File: src/rtl/spectro_bank_writer_pkg.sv
// spectro_bank_writer_pkg: shared bank geometry and writer state encodings
package spectro_bank_writer_pkg;
   localparam int BANK_DEPTH_DEF = 200;
   localparam int ADDR_W = 9;
   localparam int IDX_W = 8;
   typedef enum logic [1:0] {IDLE, WRITE, COMPLETE} wr_state_t;
endpackage

File: src/rtl/spectro_bank_writer_hold_stretch.sv
// spectro_bank_writer_hold_stretch: turns a 1-cycle pulse into a HOLD-cycle level
module spectro_bank_writer_hold_stretch #(
   parameter int HOLD = 4
) (
   input  logic clk,
   input  logic reset,
   input  logic pulse,
   output logic level
);
   localparam int CW = $clog2(HOLD + 1);
   logic [CW-1:0] cnt;
   always_ff @(posedge clk or posedge reset)
      if (reset) cnt <= '0;
      else cnt <= pulse ? CW'(HOLD) : (cnt != '0 ? cnt - CW'(1) : cnt);
   assign level = cnt != '0;
endmodule

File: src/rtl/spectro_bank_writer.sv
// spectro_bank_writer: ping-pong frame writer for the two spectrogram banks
module spectro_bank_writer
   import spectro_bank_writer_pkg::*;
#(
   parameter int DATA_W = 16,
   parameter int BANK_DEPTH = BANK_DEPTH_DEF,
   parameter int FULL_HOLD = 4
) (
   input  logic              clk,
   input  logic              reset,
   input  logic              event_active,
   input  logic              frame_valid,
   input  logic [DATA_W-1:0] frame_data,
   input  logic              rd_busy,
   input  logic              rd_bank,
   output logic              mem_we,
   output logic [ADDR_W-1:0] mem_waddr,
   output logic [DATA_W-1:0] mem_wdata,
   output logic              bank0_full,
   output logic              bank1_full,
   output logic              memorization_completed,
   output logic [IDX_W-1:0]  idx_final,
   output logic              overflow
);
   wr_state_t state;
   logic [IDX_W-1:0] idx, idx_w;
   logic bank, ev_q, sw, tgt_bank, blocked;
   logic [1:0] full_pulse;
   always_comb begin
      sw = idx == IDX_W'(BANK_DEPTH);
      tgt_bank = sw ? ~bank : bank;
      idx_w = sw ? '0 : idx;
      blocked = rd_busy && rd_bank == tgt_bank;
   end
   always_ff @(posedge clk or posedge reset)
      if (reset) begin
         state <= IDLE;
         idx <= '0;
         bank <= 1'b0;
         ev_q <= 1'b0;
         full_pulse <= '0;
         mem_we <= 1'b0;
         mem_waddr <= '0;
         mem_wdata <= '0;
         memorization_completed <= 1'b0;
         idx_final <= '0;
         overflow <= 1'b0;
      end else begin
         ev_q <= event_active;
         mem_we <= 1'b0;
         full_pulse <= '0;
         memorization_completed <= 1'b0;
         case (state)
            IDLE: begin
               idx <= '0;
               if (event_active && !ev_q) state <= WRITE;
            end
            WRITE:
               if (!event_active) begin
                  if (idx == '0) state <= IDLE;
                  else begin
                     idx_final <= idx;
                     state <= COMPLETE;
                  end
               end else if (frame_valid) begin
                  // a frame aimed at the bank being read out is dropped, index held
                  if (blocked) overflow <= 1'b1;
                  else begin
                     mem_we <= 1'b1;
                     mem_waddr <= {tgt_bank, idx_w};
                     mem_wdata <= frame_data;
                     idx <= idx_w + IDX_W'(1);
                     bank <= tgt_bank;
                     full_pulse <= {sw & bank, sw & ~bank};
                  end
               end
            COMPLETE: begin
               memorization_completed <= 1'b1;
               bank <= ~bank;
               idx <= '0;
               state <= IDLE;
            end
            default: state <= IDLE;
         endcase
      end
   spectro_bank_writer_hold_stretch #(.HOLD(FULL_HOLD)) u_full0 (
      .clk(clk), .reset(reset), .pulse(full_pulse[0]), .level(bank0_full)
   );
   spectro_bank_writer_hold_stretch #(.HOLD(FULL_HOLD)) u_full1 (
      .clk(clk), .reset(reset), .pulse(full_pulse[1]), .level(bank1_full)
   );
endmodule

File: config.mk
export PLATFORM = sky130hd
export DESIGN_NAME = spectro_bank_writer
export DESIGN_NICKNAME = d
export VERILOG_FILES = /design/src/rtl/spectro_bank_writer_pkg.sv /design/src/rtl/spectro_bank_writer_hold_stretch.sv /design/src/rtl/spectro_bank_writer.sv
export SDC_FILE = /design/constraint.sdc
export NUM_CORES = 1
export LEC_CHECK = 0
export BUFFER_PORTS_ARGS = -buffer_cell sky130_fd_sc_hd__buf_2
export CORE_UTILIZATION = 35
export CTS_CLUSTER_SIZE = 8
export DETAILED_ROUTE_END_ITERATION = 10
export PLACE_DENSITY = 0.59
export SYNTH_ARGS = -nofsm -noshare
export SYNTH_HDL_FRONTEND = slang
export SYNTH_SLANG_ARGS = --single-unit
export TNS_END_PERCENT = 100
File: constraint.sdc
create_clock -name clk -period 3.8 [get_ports clk]
set_clock_uncertainty 0.15 [all_clocks]
set_input_delay 0.19 -clock clk [delete_from_list [all_inputs] [get_ports clk]]
set_output_delay 0.19 -clock clk [all_outputs]
set_load 0.03 [all_outputs]
==> results of run 1 <==
-- layout make-up --
cell class	count	area, µm²
inverters	15	56.3
repair buffers	80	498
fillers	644	3650
clock inverters	3	42.5
clock buffers	5	68.8
well taps	80	100
flip-flops and latches	56	1400
multi-input cells	124	937
-- layout by cell type (no fill, tap or decap), types with 2 or more instances in the layout --
cell,netlist,layout
nand3_1,4,4
o21ai_0,5,5
inv_2,1,2
mux2_2,26,26
o31ai_1,5,5
xnor2_1,3,3
dlygate4sd3_1,0,18
nor3_1,7,7
dfrtp_1,56,56
a21oi_1,6,6
buf_2,1,59
nand2_1,19,19
and3_1,2,2
a311o_1,2,2
ha_1,8,8
a211oi_1,4,4
inv_1,14,13
buf_4,3,3
clkbuf_8,0,5
nor2_1,11,11
xor2_1,2,2
nand2b_1,3,3
-- synth_stat cells, types with 4 or more instances --
| master | count |
|---|---|
| a211oi_1 | 4 |
| a21oi_1 | 6 |
| dfrtp_1 | 56 |
| ha_1 | 8 |
| inv_1 | 14 |
| mux2_2 | 26 |
| nand2_1 | 19 |
| nand3_1 | 4 |
| nor2_1 | 11 |
| nor3_1 | 7 |
| o21ai_0 | 5 |
| o31ai_1 | 5 |
-- registers in the layout (all words and copies together), names as in the netlist --
signal,cells
overflow,1
memorization_completed,1
ev_q,1
mem_wdata,16
idx_final,8
u_full0.cnt,3
u_full1.cnt,3
idx,8
full_pulse,2
mem_we,1
bank,1
state,2
mem_waddr,9
-- kinds of logic after synthesis --
logic type / after synthesis
DFF: 56
and+or+nand+nor: 53
AOI/OAI and AO/OA: 31
muxes: 26
buffers and inverters: 21
adders and majority gates: 8
xor gates and xnor gates: 6
-- path summary, 6_finish.rpt --
path,start,end,slack (ns),cells after the start
max in group asynchronous,reset,mem_waddr[4],2.37,4
min in group asynchronous,reset,mem_wdata[6],0.35,3
worst max-delay path,idx[0],mem_wdata[9],0.67,10
worst max register to register,idx[0],mem_wdata[9],0.67,10
worst min-delay path,rd_busy,overflow,0.02,2
worst min register to register,ev_q,state[0],0.27,1
-- report_power, final --
part | leakage [nW] | switching [mW] | internal [mW]
combinational | 0.769 | 0.407 | 0.242
clock | 0.0541 | 0.194 | 0.195
sequential | 0.723 | 0.0672 | 0.731
-- through the flow --
step | cells | total power [mW] | setup WS, ns
finish | 363 | 1.84 | 0.673
global route | 363 | 1.95 | 0.440
CTS | 363 | 1.86 | 0.666
detailed placement | 337 | 1.45 | 0.679
global placement | 337 | 1.43 | 0.802
floorplan | 201 | 1.28 | 1.01
-- metal layers --
| layer | part of all wire | track usage | routed length (µm) |
|---|---|---|---|
| met3 | 0.042 | 0.0311 | 200 |
| met2 | 0.46 | 0.227 | 2220 |
| met5 | 0 | 0 | 0 |
| met1 | 0.49 | 0.182 | 2320 |
| met4 | 0.0092 | 0.0409 | 44 |
==> out/summary.txt, run 1 <==
Worst path required time -> 3.85 ns
PostCTS Resize Cnt -> 0
Post-Syn Area per Cell -> 12.1 µm²
Area growth, synth to finish -> 27.8%
Initial antenna violation count -> 0
Synth Area in XOR/XNOR -> 0.0247
Synthesized flop and latch total -> 56
Setup_tns -> 0 ns
Top cell type by total area after synthesis -> dfrtp_1
CP peak stage delay -> 0.43 ns
Num CTS Buffers -> 5
Synth Warn # -> 0
Layout cells sized above 1 -> 0.371
DP Area -> 0.00281 mm²
Row cnt -> 30
Synth area leaders -> dfrtp_1 (58%), mux2_2 (12%), ha_1 (4.1%)
Netlist Area Pre-Place -> 0.00243 mm²
Slew HR -> 0.578
Top cell by count, worst path -> ha_1
First-pass GRT wire length -> 7.87 mm
Main synth FF type -> dfrtp_1
Number of flops mapped to enable cells by yosys -> 0
Crit Path Class -> register to register
Hpwl dp -> 3.22 mm
CP endpoint kind -> register
Post-Syn Nets -> 231
VDD IR-drop max -> 0.254 mV
HP Class -> primary input to register
CTS Sinks -> 56
CTS H-tree depth -> 2
Die Area -> 0.00728 mm²
Post-CTS setup buffers -> 0
Post-synth top area share -> 0.577
Cell Chain, Critical Path -> inv_1 -> ha_1 -> nor4b_2 -> nand4_2 -> inv_2 -> ha_1 -> xnor2_2 -> o211ai_2 -> buf_4 -> mux2_2
Antenna-violating nets left -> 0
Hold Violations, Final -> 0
Post-Synth Adder-Cell Area -> 0.0412
Initial cell density of the core -> 0.360
Pleak -> 1.55 nW
Nets -> 312
Tcrit/Tclk final -> 0.823
CP startpoint kind -> register
Final Critical Period -> 3.13 ns
Post-synth ARST share -> 1.00
Dominant delay contributor by cell family on the critical path -> buffers and inverters
Max Cap Violations -> 0
Grt total ovfl -> 0
Slew @ Worst Pin -> 0.632 ns
Via/cell ratio -> 4.84
CTS Buffer Depth -> 2
Buf/Inv on CP -> 3
Final instance area -> 0.00310 mm²
Final slew viol count -> 0
Drt total wl -> 4.79 mm
CORE AREA -> 0.00676 mm²
Worst-Skew Late Latency -> 0.31 ns
Distinct cells, synth -> 38
# IOs -> 60
Max Freq -> 320 MHz
Complex-gate fraction of the synthesized area -> 0.0911
Sequential area share after synthesis -> 0.577
Min Hold Slack -> 0.0196 ns
Simple-gate share of the synthesized area -> 0.108
Routability Congestion -> 0.816
Power Density -> 592 mW/mm²
Syn Inst Count -> 201
Die X -> 85.3 µm
Worst endpoint data arrival time -> 3.18 ns
DRC Markers -> 0
Layout Utilization -> 0.459
Initial DRC count -> 52
Die H -> 85.3 µm
Router iterations before antenna repair -> 4
Largest family of logic cells by synthesized area -> multiplexers
RSZ-0062 raised after global routing -> false
Cts hold-fix bufs -> 18
CTS tree -> built
Clock slew at reported path FFs -> 0.10 ns
Avg WL per Cell -> 13.2 µm
Slowest CP cell -> dfrtp_1
Port Buf Inserts -> 59
Antenna Diode Count -> 0
Largest net degree at the start of global routing -> 34
Post-synthesis mux area share -> 0.120
Largest fanout on the critical path -> 33
CTS Root Cell -> clkbuf_8
Final setup fails -> 0
Total track usage -> 0.137
Via count -> 1757
Vias in the first global route -> 1685
Status -> complete, no violations
Power figures use the tool's default switching activity.
==> run 2: changes to the inputs <==
--- a/config.mk
+++ b/config.mk
@@ -5,6 +5,7 @@
 export SDC_FILE = /design/constraint.sdc
 export NUM_CORES = 1
 export LEC_CHECK = 0
+export ABC_AREA = 1
 export BUFFER_PORTS_ARGS = -buffer_cell sky130_fd_sc_hd__buf_2
 export CORE_UTILIZATION = 35
 export CTS_CLUSTER_SIZE = 8
==> constraint.sdc (replaced) <==
create_clock -name clk -period 2.9 [get_ports clk]
set_clock_uncertainty 0.15 [all_clocks]
set_input_delay 0.145 -clock clk [delete_from_list [all_inputs] [get_ports clk]]
set_output_delay 0.145 -clock clk [all_outputs]
set_load 0.03 [all_outputs]
==> run 2 against run 1 <==
Against the previous run:
- cell area is 0.40% lower
- critical path depth up 3
- wire length increased by 6.6%
- count of clock-buffer cells in the layout unchanged
- setup slack lost 0.37 ns
- register-to-register slack lost 0.37 ns
- synthesized area grew 0.15%
- largest cell class unchanged
- synthesized cell count up 35%
- total power decreased by 4.2%
- critical path type unchanged
- highest routed layer unchanged
- clock power up 11%
- cell count increased by 20%
==> out/summary.txt, run 2 <==
Cell Chain, Critical Path -> inv_1 -> ha_1 -> inv_1 -> nor4_2 -> ha_1 -> inv_1 -> nand2_1 -> nand3_1 -> nand3_2 -> inv_2 -> buf_4 -> nand2_1 -> nand2_1 (was inv_1 -> ha_1 -> nor4b_2 -> nand4_2 -> inv_2 -> ha_1 -> xnor2_2 -> o211ai_2 -> buf_4 -> mux2_2)
VDD IR-drop max -> 0.370 mV (was 0.254 mV)
Layout cells sized above 1 -> 0.254 (was 0.371)
Post-synth top area share -> 0.576 (was 0.577)
Power Density -> 569 mW/mm² (was 592 mW/mm²)
CP endpoint kind -> register (unchanged)
Post-Syn Nets -> 302 (was 231)
RSZ-0062 raised after global routing -> false (unchanged)
Antenna Diode Count -> 0 (unchanged)
Slowest CP cell -> dfrtp_1 (unchanged)
Grt total ovfl -> 0 (unchanged)
Status -> complete, no violations (unchanged)
Sw frac -> 0.336 (was 0.364)
DP Area -> 0.00281 mm² (unchanged)
Antenna-violating nets left -> 0 (unchanged)
Num CTS Buffers -> 5 (unchanged)
Total track usage -> 0.153 (was 0.137)
Final setup fails -> 0 (unchanged)
Met3 Use GR -> 0.0233 (was 0.0311)
CTS tree -> built (unchanged)
CTS Buffer Depth -> 2 (unchanged)
Biggest register -> mem_wdata (unchanged)
Worst endpoint data arrival time -> 2.70 ns (was 3.18 ns)
Area growth, synth to finish -> 27.0% (was 27.8%)
Setup_tns -> 0 ns (unchanged)
Final slew viol count -> 0 (unchanged)
Hold Violations, Final -> 0 (unchanged)
Net load switching power -> 591 µW (was 668 µW)
Logic gate share of total power -> 0.235 (was 0.354)
Synthesized flop and latch total -> 56 (unchanged)
Drt total wl -> 5.10 mm (was 4.79 mm)
Row cnt -> 30 (unchanged)
Die X -> 85.4 µm (was 85.3 µm)
Synth area leaders -> dfrtp_1 (58%), nand2_1 (14%), o21ai_0 (4.3%) (was dfrtp_1 (58%), mux2_2 (12%), ha_1 (4.1%))
Slew @ Worst Pin -> 0.323 ns (was 0.632 ns)
Max reg flops -> 16 (unchanged)
GRT busiest layer -> met2 (unchanged)
Main synth FF type -> dfrtp_1 (unchanged)
Initial cell density of the core -> 0.360 (about the same)
CTS Root Cell -> clkbuf_8 (unchanged)
Syn Inst Count -> 272 (was 201)
Crit Path Class -> register to register (unchanged)
Sequential share of power -> 0.520 (was 0.435)
Clk pwr share -> 0.245 (was 0.212)
Slew HR -> 0.785 (was 0.578)
Routability Congestion -> 0.789 (was 0.816)
Initial antenna violation count -> 0 (unchanged)
Post-CTS setup buffers -> 0 (unchanged)
Die Area -> 0.00729 mm² (was 0.00728 mm²)
CP peak stage delay -> 0.41 ns (was 0.43 ns)
CORE AREA -> 0.00676 mm² (unchanged)
Router iterations before antenna repair -> 6 (was 4)
Commonest cells after routing, fill and taps aside -> nand2_1 (91), buf_2 (59), dfrtp_1 (56), inv_1 (23), o21ai_0 (21) (was buf_2 (59), dfrtp_1 (56), mux2_2 (26), nand2_1 (19), dlygate4sd3_1 (18))
Initial DRC count -> 123 (was 52)
Worst Setup SP -> idx[1] (was idx[0])
GR Util met1 -> 0.204 (was 0.182)
Post-Syn Area per Cell -> 8.95 µm² (was 12.1 µm²)
Commonest non-fill, non-tap cell in the layout -> nand2_1 (was buf_2)
Nets -> 383 (was 312)
Final Critical Period -> 2.60 ns (was 3.13 ns)
Largest regs -> mem_wdata: 16 flops, mem_waddr: 9 flops (unchanged)
Tcrit/Tclk final -> 0.896 (was 0.823)
Clock slew at reported path FFs -> 0.10 ns (about the same)
Max Freq -> 385 MHz (was 320 MHz)
CTS Sinks -> 56 (unchanged)
Netlist Area Pre-Place -> 0.00243 mm² (about the same)
Sequential area share after synthesis -> 0.576 (was 0.577)
Distinct cells, synth -> 30 (was 38)
Met2 usage -> 0.244 (was 0.227)
Port Buf Inserts -> 59 (unchanged)
Reg2reg start -> idx[1] (was idx[0])
Via count -> 1994 (was 1757)
Hpwl dp -> 3.68 mm (was 3.22 mm)
Die H -> 85.4 µm (was 85.3 µm)
DRC Markers -> 0 (unchanged)
Total internal power -> 1.17 mW (about the same)
HP Class -> primary input to register (unchanged)
Setup WS pre-CTS -> 0.207 ns (was 0.679 ns)
Hold Path Origin -> rd_busy (unchanged)
Max Cap Violations -> 0 (unchanged)
Pleak -> 1.63 nW (was 1.55 nW)
Via/cell ratio -> 4.59 (was 4.84)
Top-count cell post-synth -> nand2_1 (was dfrtp_1)
Worst path required time -> 3.00 ns (was 3.85 ns)
Synth Warn # -> 0 (unchanged)
Largest net degree at the start of global routing -> 28 (was 34)
First-pass GRT wire length -> 8.78 mm (was 7.87 mm)
Synth top cells by count -> nand2_1 (91), dfrtp_1 (56), inv_1 (24) (was dfrtp_1 (56), mux2_2 (26), nand2_1 (19))
# IOs -> 60 (unchanged)
Post-synth ARST share -> 1.00 (unchanged)
Worst-Skew Late Latency -> 0.31 ns (about the same)
Vias in the first global route -> 1968 (was 1685)
CP startpoint kind -> register (unchanged)
Largest fanout on the critical path -> 17 (was 33)
Top cell type by total area after synthesis -> dfrtp_1 (unchanged)
CTS H-tree depth -> 2 (unchanged)
Layout Utilization -> 0.458 (was 0.459)
Setup WS post-layout -> 0.302 ns (was 0.673 ns)
Final instance area -> 0.00309 mm² (was 0.00310 mm²)
Avg WL per Cell -> 11.8 µm (was 13.2 µm)
Number of flops mapped to enable cells by yosys -> 0 (unchanged)
-- run 2: cell types whose count changed in the layout (fill, tap and decap cells not counted), sizes merged, moves of 6 or more --
cell   previous run  this run
nand3             4        10
nand2            19        95
mux2             26         0
inv              15        30
nor2             11        23
o21ai             6        24
-- run 2: worst max-delay path: cells and delay by family (launching register included) --
family	cells	cell delay [ns]
and+or+nand+nor	6	0.78
adders and majority gates	2	0.49
DFF	1	0.41
buffers and inverters	5	0.70
-- run 2: timing repair --
action	CTS	global route
hold buffers	18	0
setup endpoints to repair	0	16
gates resized for setup	0	1
hold endpoints to repair	32	0
-- run 2: area by class of cell --
class	instances	area, µm²
fill	671	3660
sequential	56	1400
multi-input combinational	179	880
timing repair buffer	81	505
inverter	30	113
tap	80	100
clock buffer	5	68.8
clock inverter	3	23.8
-- run 2: logic make-up after synthesis --
logic type | after synthesis | synth area share
adder cells (fa/ha/maj) | 8 | 0.0411
flip-flops | 56 | 0.576
AND/OR/NAND/NOR | 136 | 0.238
AO/OA/AOI/OAI | 34 | 0.0766
buffers and inverters | 37 | 0.0653
XOR/XNOR | 1 | 0.00360
-- run 2: stage by stage --
step | instances | hold slack, ns | power [mW]
6_report | 434 | 0.0221 | 1.76
4_1_cts | 434 | 0.0209 | 1.79
3_5_place_dp | 408 | -0.0151 | 1.33
5_1_grt | 434 | 0.0458 | 1.85
3_3_place_gp | 408 | -0.0184 | 1.33
2_1_floorplan | 272 | 0.0264 | 1.20
-- run 2: worst paths after layout --
path | endpoint | slack [ns] | cells past startpoint
max | mem_wdata[14] | 0.30 | 13
min | overflow | 0.02 | 3
max reg2reg | mem_wdata[14] | 0.30 | 13
min reg2reg | state[0] | 0.27 | 1
max in group asynchronous | state[1] | 1.79 | 4
min in group asynchronous | mem_wdata[8] | 0.18 | 3
-- run 2: power by group through the flow --
| stage | Sequential (mW) | Clock, mW | Combinational (mW) |
|---|---|---|---|
| floorplan | 1.08 | 0 | 0.120 |
| finish | 0.914 | 0.431 | 0.414 |
| global placement | 0.931 | 0 | 0.394 |
| detailed placement | 0.929 | 0 | 0.400 |
| global route | 0.923 | 0.473 | 0.452 |
| CTS | 0.915 | 0.451 | 0.420 |
-- run 2: per-layer routing --
metal	vias up	part of all wire
met5	-	0
met4	0	0.018
met3	7	0.035
met2	40	0.45
met1	932	0.49
li1	1015	-
==> run 3: changes to the inputs <==
--- a/config.mk
+++ b/config.mk
@@ -6,11 +6,11 @@
 export NUM_CORES = 1
 export LEC_CHECK = 0
 export ABC_AREA = 1
-export BUFFER_PORTS_ARGS = -buffer_cell sky130_fd_sc_hd__buf_2
 export CORE_UTILIZATION = 35
 export CTS_CLUSTER_SIZE = 8
 export DETAILED_ROUTE_END_ITERATION = 10
-export PLACE_DENSITY = 0.59
+export DONT_BUFFER_PORTS = 1
+export PLACE_DENSITY = 0.52
 export SYNTH_ARGS = -nofsm -noshare
 export SYNTH_HDL_FRONTEND = slang
 export SYNTH_SLANG_ARGS = --single-unit
==> run 3 against run 2 <==
Against the previous run:
- sequential share of layout area increased by 4.0 points
- global-route usage decreased by 1.2 points
- total power increased by 2.8%
- register-to-register slack about the same
- utilization decreased by 3.7 points
- sequential power increased by 18%
- fmax about the same
- wire length decreased by 2.9%
==> out/summary.txt, run 3 (synthesis results as in run 2) <==
Drt total wl -> 4.95 mm (was 5.10 mm)
Row cnt -> 30 (unchanged)
Max reg flops -> 16 (unchanged)
Tcrit/Tclk final -> 0.896 (about the same)
Worst path required time -> 2.95 ns (was 3.00 ns)
CTS tree -> built (unchanged)
CP endpoint kind -> register (unchanged)
Pleak -> 1.39 nW (was 1.63 nW)
Via/cell ratio -> 4.74 (was 4.59)
Post-CTS setup buffers -> 0 (unchanged)
Die Area -> 0.00729 mm² (unchanged)
Crit Path Class -> register to register (unchanged)
Power Density -> 636 mW/mm² (was 569 mW/mm²)
Nets -> 325 (was 383)
Grt total ovfl -> 0 (unchanged)
Final setup fails -> 0 (unchanged)
Max Cap Violations -> 0 (unchanged)
CTS Buffer Depth -> 2 (unchanged)
Largest regs -> mem_wdata: 16 flops, mem_waddr: 9 flops (unchanged)
Setup_tns -> 0 ns (unchanged)
First-pass GRT wire length -> 7.87 mm (was 8.78 mm)
Hpwl dp -> 3.39 mm (was 3.68 mm)
Initial antenna violation count -> 0 (unchanged)
Total track usage -> 0.140 (was 0.153)
Via count -> 1784 (was 1994)
Commonest non-fill, non-tap cell in the layout -> nand2_1 (unchanged)
Num CTS Buffers -> 5 (unchanged)
Min Hold Slack -> 0.0514 ns (was 0.0221 ns)
Slew HR -> 0.630 (was 0.785)
Antenna-violating nets left -> 0 (unchanged)
Clock slew at reported path FFs -> 0.10 ns (about the same)
Avg WL per Cell -> 13.2 µm (was 11.8 µm)
Die H -> 85.4 µm (unchanged)
RSZ-0062 raised after global routing -> false (unchanged)
Commonest cells after routing, fill and taps aside -> nand2_1 (91), dfrtp_1 (56), inv_1 (23), o21ai_0 (21), dlygate4sd3_1 (21) (was nand2_1 (91), buf_2 (59), dfrtp_1 (56), inv_1 (23), o21ai_0 (21))
Worst-Skew Late Latency -> 0.31 ns (about the same)
Status -> complete, no violations (unchanged)
CTS Root Cell -> clkbuf_8 (unchanged)
Slew @ Worst Pin -> 0.554 ns (was 0.323 ns)
Fill cells -> 687 (was 671)
Port Buf Inserts -> 0 (was 59)
Largest fanout on the critical path -> 32 (was 17)
Antenna Diode Count -> 0 (unchanged)
CP startpoint kind -> register (unchanged)
CTS H-tree depth -> 2 (unchanged)
CORE AREA -> 0.00676 mm² (unchanged)
Worst endpoint data arrival time -> 2.65 ns (was 2.70 ns)
DRC Markers -> 0 (unchanged)
Final slew viol count -> 0 (unchanged)
Max Freq -> 385 MHz (about the same)
VDD IR-drop max -> 0.375 mV (was 0.370 mV)
Initial DRC count -> 122 (was 123)
Routability Congestion -> 0.763 (was 0.789)
# IOs -> 60 (unchanged)
Die X -> 85.4 µm (unchanged)
CTS Sinks -> 56 (unchanged)
HP Class -> primary input to async pin (was primary input to register)
Vias in the first global route -> 1627 (was 1968)
Initial cell density of the core -> 0.360 (unchanged)
Router iterations before antenna repair -> 4 (was 6)
Biggest register -> mem_wdata (unchanged)
Hold Violations, Final -> 0 (unchanged)
Overall power -> 1.81 mW (was 1.76 mW)
Largest net degree at the start of global routing -> 46 (was 28)
Layout cells sized above 1 -> 0.0946 (was 0.254)
Area growth, synth to finish -> 16.8% (was 27.0%)
Final Critical Period -> 2.60 ns (about the same)
==> run 3: per-stage QoR <==
| step | utilization | area (µm²) | setup WS [ns] | instances |
|---|---|---|---|---|
| 2_1_floorplan | - | 2430 | 0.634 | 272 |
| 3_3_place_gp | 0.370 | 2500 | 0.286 | 347 |
| 3_5_place_dp | 0.370 | 2500 | 0.221 | 347 |
| 4_1_cts | 0.420 | 2840 | 0.207 | 376 |
| 5_1_grt | 0.421 | 2840 | 0.0739 | 376 |
| 6_report | 0.421 | 2840 | 0.301 | 376 |
==> run 3: area by class of cell <==
cell class | count | area (µm²) | share of cell area
sequential | 56 | 1400 | 0.493
clock buffer | 7 | 96.3 | 0.0339
inverter | 30 | 115 | 0.0405
clock inverter | 1 | 30.0 | 0.0106
multi-input combinational | 179 | 873 | 0.307
tap | 80 | 100 | 0.0352
timing repair buffer | 23 | 225 | 0.0793
==> run 3: path summary, 6_finish.rpt <==
path                       slack, ns          from  depth (start not counted)           end
max                             0.30        idx[0]                         12          bank
min                             0.05         reset                          2  mem_waddr[2]
max reg2reg                     0.30        idx[0]                         12          bank
min reg2reg                     0.27          ev_q                          1      state[0]
max in group asynchronous       1.73         reset                          3        idx[1]
min in group clk                0.05  event_active                          3      state[1]
==> run 3: per-layer routing <==
metal / GRT usage / part of all wire / vias to the layer above
li1: - / - / 900
met1: 0.179 / 0.47 / 839
met2: 0.225 / 0.45 / 39
met3: 0.0477 / 0.064 / 6
met4: 0.0455 / 0.014 / 0
met5: 0 / 0 / -
==> run 3: what timing repair did <==
action / CTS / global route
endpoints found under the hold margin: 75 / 0
endpoints found under the setup margin: 0 / 2
resized for setup: 0 / 2
hold buffers: 21 / 0
==> run 3: report_power, final <==
part	internal [mW]	total, mW	leakage, nW	switching, mW
clock	0.305	0.557	0.0645	0.252
sequential	0.864	1.08	0.742	0.221
combinational	0.0741	0.167	0.579	0.0925
==> run 3: critical path, stage by stage, from the launching register on <==
cell,delay (ns)
dfrtp_1,0.43
inv_1,0.11
ha_1,0.17
inv_1,0.06
nor4_1,0.38
ha_1,0.32
inv_1,0.08
nand2_1,0.05
nand3_1,0.11
nand3_2,0.11
buf_4,0.27
nor2_1,0.16
o22ai_1,0.10
